==> src/rtl/seg7_capture_decoder_if.sv <==
// Segment capture bus: active-low segment input plus the result handshake.
// Optional macro SEG7_ERR_COUNT_EN adds the err_count field.
interface seg7_capture_decoder_if;
  logic [6:0] seg_n;
  logic       out_valid;
  logic       out_ready;
  logic [3:0] out_bcd;
  logic       out_blank;
  logic       out_err;
  logic       overflow;
`ifdef SEG7_ERR_COUNT_EN
  logic [7:0] err_count;
`endif

  // Decoder side: samples the segment bus, produces results
  modport master (
    input  seg_n,
    input  out_ready,
    output out_valid,
    output out_bcd,
    output out_blank,
    output out_err,
`ifdef SEG7_ERR_COUNT_EN
    output err_count,
`endif
    output overflow
  );

  // Consumer side: drives the segment bus and takes results
  modport slave (
    output seg_n,
    output out_ready,
    input  out_valid,
    input  out_bcd,
    input  out_blank,
    input  out_err,
`ifdef SEG7_ERR_COUNT_EN
    input  err_count,
`endif
    input  overflow
  );
endinterface

==> src/rtl/seg7_capture_decoder.sv <==
// seg7_capture_decoder: samples an active-low 7-segment bus, waits for the
// pattern to stay stable, decodes it back to BCD / blank / error and holds
// the result in a one-entry register with a valid/ready handshake.
// Optional macro SEG7_ERR_COUNT_EN adds a saturating 8-bit error counter.
module seg7_capture_decoder #(
  parameter int unsigned STABLE_CYCLES = 4
) (
  input logic clk,
  input logic rst_n,
  seg7_capture_decoder_if.master bus
);

  localparam logic [7:0] STABLE_MAX = 8'(STABLE_CYCLES);
  localparam logic [6:0] BLANK_PAT  = 7'b1111111;

  typedef enum logic {EMPTY, FULL} state_t;

  typedef struct packed {
    logic [3:0] bcd;
    logic       blank;
    logic       err;
  } result_t;

  state_t     state;
  state_t     state_next;
  logic [6:0] sample;
  logic [7:0] stable_count;
  logic [7:0] count_next;
  logic [6:0] last_pattern;
  logic       last_empty;
  logic       same;
  logic       accept;
  logic       load;
  logic       set_overflow;
  result_t    decoded;
  result_t    result;
  logic       overflow_flag;

  // Map an active-low a..g pattern to digit, blank or error
  function automatic result_t decode(input logic [6:0] pat);
    result_t r;
    r = '{bcd: 4'd0, blank: 1'b0, err: 1'b0};
    case (pat)
      7'b0000001: r.bcd = 4'd0;
      7'b1001111: r.bcd = 4'd1;
      7'b0010010: r.bcd = 4'd2;
      7'b0000110: r.bcd = 4'd3;
      7'b1001100: r.bcd = 4'd4;
      7'b0100100: r.bcd = 4'd5;
      7'b0100000: r.bcd = 4'd6;
      7'b0001111: r.bcd = 4'd7;
      7'b0000000: r.bcd = 4'd8;
      7'b0000100: r.bcd = 4'd9;
      BLANK_PAT:  r.blank = 1'b1;
      default:    r.err = 1'b1;
    endcase
    return r;
  endfunction

  // Stability counter and accept detection; a pattern is accepted once, on
  // the edge its count first reaches the threshold, unless it repeats the
  // previously accepted pattern
  always_comb begin
    same       = (bus.seg_n == sample);
    count_next = 8'd0;
    if (same) begin
      count_next = (stable_count == STABLE_MAX) ? stable_count : stable_count + 8'd1;
    end
    accept  = same && (stable_count != STABLE_MAX) && (count_next == STABLE_MAX) &&
              (last_empty || (sample != last_pattern));
    decoded = decode(sample);
  end

  // Sample register, stability counter and last-accepted pattern
  always_ff @(posedge clk) begin
    if (!rst_n) begin
      sample       <= BLANK_PAT;
      stable_count <= 8'd0;
      last_pattern <= BLANK_PAT;
      last_empty   <= 1'b1;
    end else begin
      sample       <= bus.seg_n;
      stable_count <= count_next;
      if (accept) begin
        last_pattern <= sample;
        last_empty   <= 1'b0;
      end
    end
  end

  // Output register state
  always_ff @(posedge clk) begin
    if (!rst_n) begin
      state <= EMPTY;
    end else begin
      state <= state_next;
    end
  end

  // Next state: load when there is room (or room is being freed this edge),
  // otherwise drop the new result and flag the overflow
  always_comb begin
    state_next   = state;
    load         = 1'b0;
    set_overflow = 1'b0;
    case (state)
      EMPTY: begin
        if (accept) begin
          load       = 1'b1;
          state_next = FULL;
        end
      end
      FULL: begin
        if (accept) begin
          if (bus.out_ready) begin
            load = 1'b1;
          end else begin
            set_overflow = 1'b1;
          end
        end else if (bus.out_ready) begin
          state_next = EMPTY;
        end
      end
      default: state_next = EMPTY;
    endcase
  end

  // Result fields and sticky overflow; fields keep their values once consumed
  always_ff @(posedge clk) begin
    if (!rst_n) begin
      result        <= '{bcd: 4'd0, blank: 1'b0, err: 1'b0};
      overflow_flag <= 1'b0;
    end else begin
      if (load) begin
        result <= decoded;
      end
      if (set_overflow) begin
        overflow_flag <= 1'b1;
      end
    end
  end

`ifdef SEG7_ERR_COUNT_EN
  logic [7:0] err_count_q;

  // Count accepted error patterns, dropped ones included, saturating at 255
  always_ff @(posedge clk) begin
    if (!rst_n) begin
      err_count_q <= 8'd0;
    end else if (accept && decoded.err && (err_count_q != 8'hFF)) begin
      err_count_q <= err_count_q + 8'd1;
    end
  end

  assign bus.err_count = err_count_q;
`endif

  assign bus.out_valid = (state == FULL);
  assign bus.out_bcd   = result.bcd;
  assign bus.out_blank = result.blank;
  assign bus.out_err   = result.err;
  assign bus.overflow  = overflow_flag;

endmodule

==> src/flat_wrapper.sv <==
// flat-port wrapper written by rule: the top's interface ports become plain ports
module seg7_capture_decoder_flat 
#(
  parameter int unsigned STABLE_CYCLES = 4
)
  (clk, rst_n, bus_seg_n, bus_out_ready, bus_out_valid, bus_out_bcd, bus_out_blank, bus_out_err, bus_overflow);
  seg7_capture_decoder_if bus_i ();
  input logic clk;
  input logic rst_n;
  input wire logic [$bits(bus_i.seg_n)-1:0] bus_seg_n;
  input wire logic [$bits(bus_i.out_ready)-1:0] bus_out_ready;
  output wire logic [$bits(bus_i.out_valid)-1:0] bus_out_valid;
  output wire logic [$bits(bus_i.out_bcd)-1:0] bus_out_bcd;
  output wire logic [$bits(bus_i.out_blank)-1:0] bus_out_blank;
  output wire logic [$bits(bus_i.out_err)-1:0] bus_out_err;
  output wire logic [$bits(bus_i.overflow)-1:0] bus_overflow;
  assign bus_i.seg_n = bus_seg_n;
  assign bus_i.out_ready = bus_out_ready;
  assign bus_out_valid = bus_i.out_valid;
  assign bus_out_bcd = bus_i.out_bcd;
  assign bus_out_blank = bus_i.out_blank;
  assign bus_out_err = bus_i.out_err;
  assign bus_overflow = bus_i.overflow;
  seg7_capture_decoder #(.STABLE_CYCLES(STABLE_CYCLES)) u_core (.clk(clk), .rst_n(rst_n), .bus(bus_i));
endmodule
==> config.mk <==
export PLATFORM = sky130hd
export DESIGN_NAME = seg7_capture_decoder_flat
export DESIGN_NICKNAME = d
export VERILOG_FILES = /design/src/rtl/seg7_capture_decoder_if.sv /design/src/rtl/seg7_capture_decoder.sv /design/src/flat_wrapper.sv
export SDC_FILE = /design/constraint.sdc
export NUM_CORES = 1
export LEC_CHECK = 0
export CORE_MARGIN = 4
export CORE_UTILIZATION = 56
export CTS_CLUSTER_SIZE = 25
export DETAILED_ROUTE_END_ITERATION = 12
export MAX_ROUTING_LAYER = met4
export PLACE_DENSITY = 0.75
export SLEW_MARGIN = 20
export SYNTH_ARGS = -nofsm -noshare
export SYNTH_HDL_FRONTEND = slang
export SYNTH_SLANG_ARGS = --single-unit
export TNS_END_PERCENT = 50
==> constraint.sdc <==
create_clock -name clk -period 2.6 [get_ports clk]
set_input_delay 0.26 -clock clk [delete_from_list [all_inputs] [get_ports clk]]
set_output_delay 0.26 -clock clk [all_outputs]
set_load 0.05 [all_outputs]
=== Word-level counts from Yosys, hierarchy flattened ===
Index checks and enable logic that the tools add are counted.

* Register bits: 31
* Input bits: 10
* Logic and storage cells: 46

* Add/subtract/negate cells: 1
* Equality and inequality tests: 15
* Muxes and demuxes: 14
* Bitwise logic cells: 1
* Reduce and logical (&&, ||, !) cells: 6

{| class="wikitable"
|+ Operators with widths
! kind !! count
|-
| 4-bit one-hot mux with 9 select lines || 1
|-
| 7-bit equality test, second input constant || 3
|-
| 8-bit by 3-bit equality test with 1-bit output, second input constant || 2
|-
| 8-bit two-way mux || 2
|-
| 7-bit by 3-bit equality test with 1-bit output, second input constant || 2
|-
| 7-bit by 6-bit equality test with 1-bit output, second input constant || 2
|-
| 11-bit OR reduction || 1
|-
| 1-bit two-way mux || 9
|-
| 8-bit by 1-bit adder with 8-bit output, second input constant || 1
|-
| 8-bit by 3-bit != test with 1-bit output, second input constant || 1
|-
| 7-bit by 1-bit equality test with 1-bit output, second input constant || 1
|-
| 7-bit by 4-bit equality test with 1-bit output, second input constant || 1
|-
| 7-bit by 5-bit equality test with 1-bit output, second input constant || 1
|-
| 7-bit equality test || 1
|-
| 7-bit logical NOT || 1
|-
| 7-bit != test || 1
|-
| 1-bit one-hot mux with 2 select lines || 2
|-
| 1-bit logical AND || 3
|-
| 1-bit logical OR || 1
|-
| 1-bit inverter || 1
|}

=== Logic depth before layout (Yosys ltp) ===
Gate-level depths: netlist (run 1).

* Depth after elaboration: 8
* Mapped depth: 7

=== Least setup slack after synthesis (run 1) ===
OpenSTA, ideal clock, no wires.

* Kind: reg-to-reg
* Start: reg u_core.stable_count[0]
* End: reg u_core.result (netlist bit u_core.bus.out_bcd[0])
* Library setup time: 0.072 ns
* Arrival: 1.738 ns
* Data required time: 2.528 ns
* Path slack: 0.791 ns
* Cell stages (with the launch flop): 8
* Path buffers: 1
* Cells stage by stage: dfxtp_1 ha_1 a211oi_1 a41o_1 a32oi_1 nand4bb_1 buf_6 mux2i_1

* Longest elaborated chain between the ends: 8
* Elaborated cells between the ends (all ways): 12
* Those cells by class: add/sub (1); eq/ne (3); mux (5); reduce/logical (3)

{| class="wikitable"
|+ RTL lines
! element !! RTL line !! source
|-
| start, declared || seg7_capture_decoder.sv:27 || <nowiki>logic [7:0] stable_count;</nowiki>
|-
| start signal, assigned || seg7_capture_decoder.sv:83 || <nowiki>stable_count <= count_next;</nowiki>
|-
| 8-bit by 1-bit adder with 8-bit output or 8-bit by 3-bit equality test with 1-bit output (tied branches) || seg7_capture_decoder.sv:67 || <nowiki>count_next = (stable_count == STABLE_MAX) ? stable_count : stable_count + 8'd1;</nowiki>
|-
| 8-bit two-way mux || seg7_capture_decoder.sv:67 ||
|-
| 8-bit two-way mux || seg7_capture_decoder.sv:66 || <nowiki>if (same) begin</nowiki>
|-
| 8-bit by 3-bit equality test with 1-bit output || seg7_capture_decoder.sv:69 || <nowiki>accept = same && (stable_count != STABLE_MAX) && (count_next == STABLE_MAX) &&</nowiki>
|-
| 1-bit logical AND * (2 in series) || seg7_capture_decoder.sv:69 ||
|-
| 1-bit two-way mux, on equally long branches || seg7_capture_decoder.sv:114, seg7_capture_decoder.sv:108 ||
|-
| 1-bit one-hot mux with 2 select lines * || seg7_capture_decoder.sv:106 || <nowiki>case (state)</nowiki>
|-
| end signal, assigned || seg7_capture_decoder.sv:131 || <nowiki>result <= '{bcd: 4'd0, blank: 1'b0, err: 1'b0};</nowiki>
|-
| end signal, assigned || seg7_capture_decoder.sv:135 || <nowiki>result <= decoded;</nowiki>
|-
| end, declared || seg7_capture_decoder.sv:36 || <nowiki>result_t result;</nowiki>
|}

Every way passes the cells marked *; elsewhere a longest branch is shown, timed or not.
A chain may end at the register's enable or synchronous reset.

=== Final worst setup path (run 1) ===
* Start: reg u_core.stable_count[0]
* End: reg u_core.result (netlist bit u_core.bus.out_blank)

Same word-level chain as after synthesis.

==> results of run 1 <==
## report_power, final
group,internal [uW],leakage [uW],switching [uW]
registers,480,0.000252,10.1
logic,40.6,0.000401,40.9
clock network,227,0.0000482,168
## through the flow
stage / util [%] / instance area, um2 / setup slack (ps) / hold slack, ps / instances
floorplan: - / 1727 / 790.7 / 361.5 / 196
global placement: 66.32 / 1892 / 430.9 / 447.6 / 235
detailed placement: 66.32 / 1892 / 364.6 / 451.8 / 235
CTS: 69.34 / 1978 / 435.2 / 469.8 / 243
global route: 69.34 / 1978 / 247.4 / 490.8 / 243
finish: 69.34 / 1978 / 443.4 / 466.4 / 243
## cells by family after synthesis
| family | Yosys count |
|---|---|
| buffers and inverters | 21 |
| flip-flops | 31 |
| XOR/XNOR | 23 |
| multiplexers | 13 |
| AO/OA/AOI/OAI | 23 |
| AND/OR/NAND/NOR | 83 |
| adder cells (fa/ha/maj) | 2 |
## final cells by class
type / instances / area (um2) / share of cell area, %
clock buffer: 6 / 51.30 / 2.593
clock inverter: 2 / 35.03 / 1.771
multi-input combinational: 144 / 994.7 / 50.28
tap: 31 / 38.79 / 1.961
sequential: 31 / 620.6 / 31.37
inverter: 6 / 22.52 / 1.139
timing repair buffer: 23 / 215.2 / 10.88
## state kept, by name (all words and copies together) (netlist names)
name and count:
u_core.last_empty 1, u_core.bus.out_bcd 4, u_core.bus.out_blank 1, u_core.last_pattern 7
u_core.sample 7, u_core.bus.overflow 1, u_core.bus.out_err 1, u_core.bus.out_valid 1
u_core.stable_count 8
## per-layer routing
layer / track usage, % / vias to the layer above
met1: 21.78 / 647
met2: 28.55 / 35
met5: - / -
met4: 6.469 / 0
met3: 5.684 / 7
li1: - / 699
## worst paths after layout
path / depth (start not counted) / end / slack, ps / start
setup reg to reg: 6 / u_core.bus.out_blank / 440 / u_core.stable_count[0]
setup / recovery: 6 / u_core.bus.out_blank / 440 / u_core.stable_count[0]
hold reg to reg: 2 / u_core.bus.out_bcd[0] / 470 / u_core.bus.out_bcd[0]
hold / removal: 2 / u_core.bus.out_bcd[0] / 470 / u_core.bus.out_bcd[0]
## cells in the mapped netlist (2+ instances only)
cell type / instances / area [um2]
dfxtp_1: 31 / 620.6
nor2_1: 27 / 101.4
mux2i_1: 13 / 130.1
nand2_1: 13 / 48.80
xnor2_1: 13 / 113.9
nand2b_1: 10 / 62.56
xor2_1: 10 / 87.58
nand3_1: 7 / 35.03
clkbuf_1: 6 / 22.52
inv_1: 6 / 22.52
a21oi_1: 5 / 25.02
buf_2: 5 / 25.02
o21ai_0: 5 / 25.02
nor3_1: 4 / 20.02
a211oi_1: 3 / 22.52
buf_6: 3 / 33.78
nor3b_1: 3 / 22.52
ha_1: 2 / 25.02
nand4_1: 2 / 12.51
nor4_2: 2 / 25.02
o21a_1: 2 / 15.01
## worst max-delay path, stage by stage (launching register included)
cell	delay (ps)
dfxtp_1	440
ha_1	290
a211oi_1	110
a41o_1	230
a32oi_1	370
nand4bb_1	420
mux2i_1	230
==> flow_summary.toml, run 1 <==
[timing]
hold_viol_final = 0
finClkSkew_ps = 6.941
finalCritPeriodShare_pct = 82.94
slew_headroom_pct = 66.52
finalSetupTns_ps = 0
tightest_slew_ps = 500.6
max_freq_mhz = 463.7
fin_crit_ps = 2157
rsz0062_at_grt = "false"
maxSlewViolCount = 0
setup_viol = 0

[clock_tree]
root_buffer = "clkbuf_4"
cts_buffer_depth = 2
cts.clk_slew.worst_paths_ps = 100
clkSinkCount = 31
cts_hold_buffers = 0
tritoncts = "yes"
clock_latency_ps = 340
postCtsSetupBuffers = 0
numCtsBuffers = 5
htree_levels = 2
cts-resized-gates = 0

[logic_synthesis]
synth_top_family_by_area = "simple AND/OR/NAND/NOR gates"
synth_flop_cell = "dfxtp_1"
synthCells = 196
synth_mux_area_share_pct = 7.536
ys_ff_latch = 31
yosysSeqAreaShare_pct = 35.94
synth.distinct_cells = 45
synthAdderAreaFrac_pct = 1.449
synth_nets = 208
synth_simple_gate_area_share_pct = 27.61
synth-edff-count = 0
syn_avg_cell_area_um2 = 8.809
synth_compound_area_share_pct = 9.348
synthArstFlopShare_pct = 0
ys_warn_count = 0
synth_xor_area_share_pct = 11.67
syn_area_um2 = 1727

[pwr]
peakVddDrop_uv = 349.2
p_total_uw = 967.5
leakage_uw = 0.0007012
p_per_area_nw_per_um2 = 489.1

[finish]
antenna_cells = 0
drive_above_1_share_pct = 10.38
area_delta_synth_final_pct = 14.57
fill_cells = 241
layout_commonest_cell = "dfxtp_1"
nets = 223
final_cell_mix = "dfxtp_1, nor2_1, clkdlybuf4s50_1"

[critical_path]
arrival_ps = 2420
crit_type = "flip-flop to flip-flop"
critical_path_peak_fanout = 6
required_ps = 2870
endpoint_kind = "flip-flop"
start_kind = "flip-flop"

[die]
initial_utilization_pct = 60.53
coreArea_um2 = 2853
die_y_um = 63.53
die-area_um2 = 4035
die_width_um = 63.53
floorplan.rows = 19
io_pins = 18

[drt]
drt-total-wl_um = 3230
top_layer = "met4"
drc = 0
route.met3.wl_um = 186
first_pass_iters = 4
drt_iter0_markers = 90
post_drt_via_cell_ratio = 5.712
vias = 1388
post_drt_wl_per_cell_um = 13.29
wl_met1_um = 1477
wl_met2_um = 1507
drtAntennaViolNets = 0

[place]
dp_hpwl_um = 2416
portBuffers = 17
finalWeightedCongestion = 0.8591

[global_routing]
overflow = 0
grtUsageTotal_pct = 18.14
grt_pass1_vias = 1294
grt_pass1_wl_um = 5740
antenna_found_initial = 0
grt_start_max_net_pins = 22

[run_status]
outcome = "finished, final reports clean"

[worst_hold_path]
hold_class = "flip-flop to flip-flop"

[flow_run]
cap_violations = 0
Note: power is estimated with default switching activity, not from simulation.
==> run 2, diff against run 1 <==
==> constraint.sdc (replaced) <==
create_clock -name clk -period 2.1 [get_ports clk]
set_input_delay 0.21 -clock clk [delete_from_list [all_inputs] [get_ports clk]]
set_output_delay 0.21 -clock clk [all_outputs]
set_load 0.05 [all_outputs]
==> flow_summary.toml, run 2 (same netlist as run 1, synthesis figures left out) <==
[timing]
fin_crit_ps = 1964
finalCritPeriodShare_pct = 93.50
slew_headroom_pct = 66.81
hold_viol_final = 0
worst_slack_ps = 136.4
rsz0062_at_grt = "false"
maxSlewViolCount = 0
setup_viol = 0
tightest_slew_ps = 496.3
finClkSkew_ps = 5.833
max_freq_mhz = 509.3
holdWs_ps = 463.8

[clock_tree]
root_buffer = "clkbuf_4"
clkSinkCount = 31
htree_levels = 2
numCtsBuffers = 5
cts_hold_buffers = 0
cts.clk_slew.worst_paths_ps = 90
clock_latency_ps = 320
cts-resized-gates = 0
cts_buffer_depth = 2
postCtsSetupBuffers = 0
tritoncts = "yes"

[finish]
antenna_cells = 0
regMostFlops = "u_core.stable_count"
layout_commonest_cell = "dfxtp_1"
reg_top3 = "u_core.stable_count x8, u_core.last_pattern x7, u_core.sample x7"
nets = 230
final_cell_mix = "dfxtp_1, nor2_1, clkdlybuf4s50_1"
largest_register_ffs = 8
fin_cells = 250
area_delta_synth_final_pct = 17.10
drive_above_1_share_pct = 14.61

[flow_run]
cap_violations = 0

[critical_path]
max_stage_delay_ps = 490
critPathSlowestCell = "dfxtp_1"
endpoint_kind = "flip-flop"
crit_path_start = "u_core.stable_count[4]"
timing.rr.start = "u_core.stable_count[4]"
reg2reg_depth = 6
critical_path_peak_fanout = 7
crit_buf_inv = 1
ff2ff_setup_slack_ps = 140
arrival_ps = 2220
crit_chain = "nand2_1 > o21ai_0 > and4_4 > nor4b_4 > buf_2 > mux2i_1"
crit_family = "simple AND/OR/NAND/NOR gates"
r2r-end = "u_core.last_pattern[0]"
crit_cells = 6
crit_type = "flip-flop to flip-flop"
cp-endpoint = "u_core.last_pattern[0]"
start_kind = "flip-flop"
required_ps = 2360

[global_routing]
grt_pass1_wl_um = 6141
grtUsageTotal_pct = 19.78
grt_pass1_vias = 1398
antenna_found_initial = 0
overflow = 0
grt_start_max_net_pins = 22

[drt]
drc = 0
drt-total-wl_um = 3586
post_drt_via_cell_ratio = 5.704
drtAntennaViolNets = 0
vias = 1426
first_pass_iters = 4
post_drt_wl_per_cell_um = 14.34
drt_iter0_markers = 83

[die]
die-area_um2 = 4035
coreArea_um2 = 2853
floorplan.rows = 19
initial_utilization_pct = 60.53
die_y_um = 63.53
io_pins = 18
die_width_um = 63.53

[pwr]
peakVddDrop_uv = 344.5
leakage_uw = 0.0007226
p_per_area_nw_per_um2 = 512.2

[worst_hold_path]
hold_class = "flip-flop to flip-flop"

[run_status]
outcome = "finished, final reports clean"

[place]
pre_cts_slack_ps = -27.63
portBuffers = 17
dpl.cell_count = 241
dp_hpwl_um = 2662
finalWeightedCongestion = 0.8604
[run 2: changes by cell type in the layout (fill, tap and decap cells not counted), sizes merged]
cell / before / now
clkbuf: 6 / 7
bufinv: 1 / 0
buf: 6 / 13
[run 2: where the power goes]
group	internal (uW)	switching, uW	leakage, uW
logic	53.2	57.2	0.000440
registers	595	7.66	0.000253
clock network	130	193	0.0000293
total	778	258	0.000723
[run 2: per-layer routing]
layer	vias to the layer above	global-route usage (%)	wire length, um
met5	-	-	0
li1	717	-	-
met3	6	4.973	148
met1	661	23.40	1658
met4	0	6.199	38
met2	42	32.86	1741
[run 2: through the flow]
stage | power (uW) | util (%) | area [um2] | setup TNS, ps
floorplan | 684.3 | - | 1727 | 0
global placement | 722.6 | 68.33 | 1949 | 0
detailed placement | 726.3 | 68.33 | 1949 | -48.74
CTS | 1048 | 70.09 | 1999 | 0
global route | 1099 | 70.88 | 2022 | 0
finish | 1036 | 70.88 | 2022 | 0
[run 2: cell type report]
cell class	count	area, um2
well taps	31	38.79
multi-input cells	144	1006
clock inverters	1	5.005
flip-flops and latches	31	623.1
clock buffers	7	45.04
repair buffers	30	281.5
inverters	6	22.52
fillers	255	830.8
[run 2: worst reg2reg max path, cell delays in order, from the launching register on]
cell and delay [ps]:
dfxtp_1 490, nand2_1 120, o21ai_0 340, and4_4 300, nor4b_4 250, buf_2 220, mux2i_1 190
[run 2: worst min-delay path by stage]
stage	start	endpoint	slack, ps	cells past startpoint
floorplan	bus_seg_n[0]	u_core.sample[0]	310	1
global placement	u_core.bus.out_bcd[3]	u_core.bus.out_bcd[3]	440	2
detailed placement	u_core.bus.out_bcd[0]	u_core.bus.out_bcd[0]	450	2
CTS	u_core.bus.out_bcd[1]	u_core.bus.out_bcd[1]	470	2
global route	u_core.bus.out_bcd[1]	u_core.bus.out_bcd[1]	510	2
finish	u_core.bus.out_bcd[0]	u_core.bus.out_bcd[0]	460	2
==> run 3, diff against run 2 <==
--- a/config.mk
+++ b/config.mk
@@ -6,11 +6,11 @@
 export NUM_CORES = 1
 export LEC_CHECK = 0
 export CORE_MARGIN = 4
-export CORE_UTILIZATION = 56
+export CORE_UTILIZATION = 50
 export CTS_CLUSTER_SIZE = 25
 export DETAILED_ROUTE_END_ITERATION = 12
 export MAX_ROUTING_LAYER = met4
-export PLACE_DENSITY = 0.75
+export PLACE_DENSITY = 0.71
 export SLEW_MARGIN = 20
 export SYNTH_ARGS = -nofsm -noshare
 export SYNTH_HDL_FRONTEND = slang
==> constraint.sdc (replaced) <==
create_clock -name clk -period 1.75 [get_ports clk]
set_input_delay 0.175 -clock clk [delete_from_list [all_inputs] [get_ports clk]]
set_output_delay 0.175 -clock clk [all_outputs]
set_load 0.05 [all_outputs]
==> flow_summary.toml, run 3 (same netlist as run 1, synthesis figures left out) <==
[run_status]
outcome = "finished with violations"
violations = "setup timing"

[timing]
worst_slack_ps = -112.9
finClkSkew_ps = 3.120
hold_viol_final = 0
fin_crit_ps = 1863
max_freq_mhz = 536.8
rsz0062_at_grt = "true"
tightest_slew_ps = 511.9
maxSlewViolCount = 0
finalCritPeriodShare_pct = 106.5
holdWs_ps = 451.0
slew_headroom_pct = 65.77
setup_viol = 15

[die]
die_y_um = 66.77
initial_utilization_pct = 51.74
coreArea_um2 = 3337
io_pins = 18
die-area_um2 = 4458
die_width_um = 66.77
floorplan.rows = 21

[critical_path]
crit_path_start = "u_core.stable_count[0]"
crit_buf_inv = 4
required_ps = 2020
crit_top_cell = "buf_6"
start_kind = "flip-flop"
endpoint_kind = "flip-flop"
critical_path_peak_fanout = 4
critPathSlowestCell = "dfxtp_4"
crit_type = "flip-flop to flip-flop"
crit_chain = "buf_6 > buf_4 > nand3_4 > buf_6 > nor2_4 > a32oi_2 > nor4b_4 > clkbuf_16 > mux2i_1"
crit_family = "buffers and inverters"
max_stage_delay_ps = 380
timing.rr.start = "u_core.stable_count[0]"
arrival_ps = 2130

[finish]
drive_above_1_share_pct = 25.00
fin_cells = 278
fill_cells = 299
reg_top3 = "u_core.stable_count x8, u_core.last_pattern x7, u_core.sample x7"
layout_commonest_cell = "dfxtp_1"
post-route-util_pct = 67.79
regMostFlops = "u_core.stable_count"
design_area_um2 = 2262
antenna_cells = 0
nets = 244
final_cell_mix = "dfxtp_1, nor2_1, buf_4"
largest_register_ffs = 8
multiInputGateArea_um2 = 1089
area_delta_synth_final_pct = 31.01
final-seq-area_um2 = 628.1

[clock_tree]
tritoncts = "yes"
clkSinkCount = 31
cts_hold_buffers = 0
htree_levels = 2
cts_buffer_depth = 2
cts.clk_slew.worst_paths_ps = 100
numCtsBuffers = 5
clock_latency_ps = 330
root_buffer = "clkbuf_4"

[pwr]
p_total_uw = 1297
peakVddDrop_uv = 286.1
p_per_area_nw_per_um2 = 573.2
leakage_uw = 0.0008129

[place]
dp_hpwl_um = 2886
portBuffers = 17
place_area_um2 = 2043
finalWeightedCongestion = 0.8372
dpl.cell_count = 265

[drt]
vias = 1517
drtAntennaViolNets = 0
drt_iter0_markers = 117
drt-total-wl_um = 4209
post_drt_via_cell_ratio = 5.457
post_drt_wl_per_cell_um = 15.14
drc = 0
first_pass_iters = 4

[global_routing]
grt_pass1_wl_um = 6844
grt_start_max_net_pins = 22
overflow = 0
grtUsageTotal_pct = 21.32
antenna_found_initial = 0
grt_pass1_vias = 1497

[worst_hold_path]
min-delay-start = "bus_seg_n[3]"
hold_class = "primary input to flip-flop"

[flow_run]
cap_violations = 0
[run 3: changes by cell type in the layout (fill, tap and decap cells not counted), sizes merged]
cell / before / now
buf: 13 / 26
[run 3: worst register-to-register path, stage by stage (launching register included)]
cell	delay, ps
dfxtp_4	380
buf_6	100
buf_4	100
nand3_4	80
buf_6	150
nor2_4	80
a32oi_2	150
nor4b_4	380
clkbuf_16	210
mux2i_1	160
[run 3: worst paths after layout]
check                                               to  depth (start not counted)  slack [ps]
worst max-delay path            u_core.last_pattern[6]                          9        -110
worst min-delay path                  u_core.sample[3]                          2         450
worst max register to register  u_core.last_pattern[6]                          9        -110
worst min register to register   u_core.bus.out_bcd[0]                          2         460
[run 3: per-layer routing]
metal	GRT usage (%)	up-vias	routed length (um)
met3	5.228	7	206
li1	-	737	-
met1	24.07	725	1762
met4	9.391	0	74
met5	-	-	0
met2	35.64	48	2167
[run 3: per-stage QoR]
| stage | setup WS [ps] | setup TNS, ps |
|---|---|---|
| 2_1_floorplan | -14.15 | -99.03 |
| 3_3_place_gp | -228.5 | -2669 |
| 3_5_place_dp | -292.4 | -3274 |
| 4_1_cts | -135.4 | -1406 |
| 5_1_grt | -220.0 | -2655 |
| 6_report | -112.9 | -1404 |
[run 3: timing repair]
item,CTS,global route
pin swaps,9,9
gates resized for setup,15,13
buffers inserted,5,1
endpoints found under the setup margin,15,16
cloned,1,0
[run 3: cell type report]
type                       instances  area share [%]
tap                               46           2.544
clock buffer                       6           2.268
inverter                           6          0.9956
sequential                        31           27.77
timing repair buffer              44           18.09
clock inverter                     1          0.2212
multi-input combinational        144           48.12
[run 3: where the power goes]
group / internal, uW / switching (uW)
Combinational: 69.5 / 76.2
Sequential: 712 / 6.43
Clock: 186 / 247
Total: 968 / 329
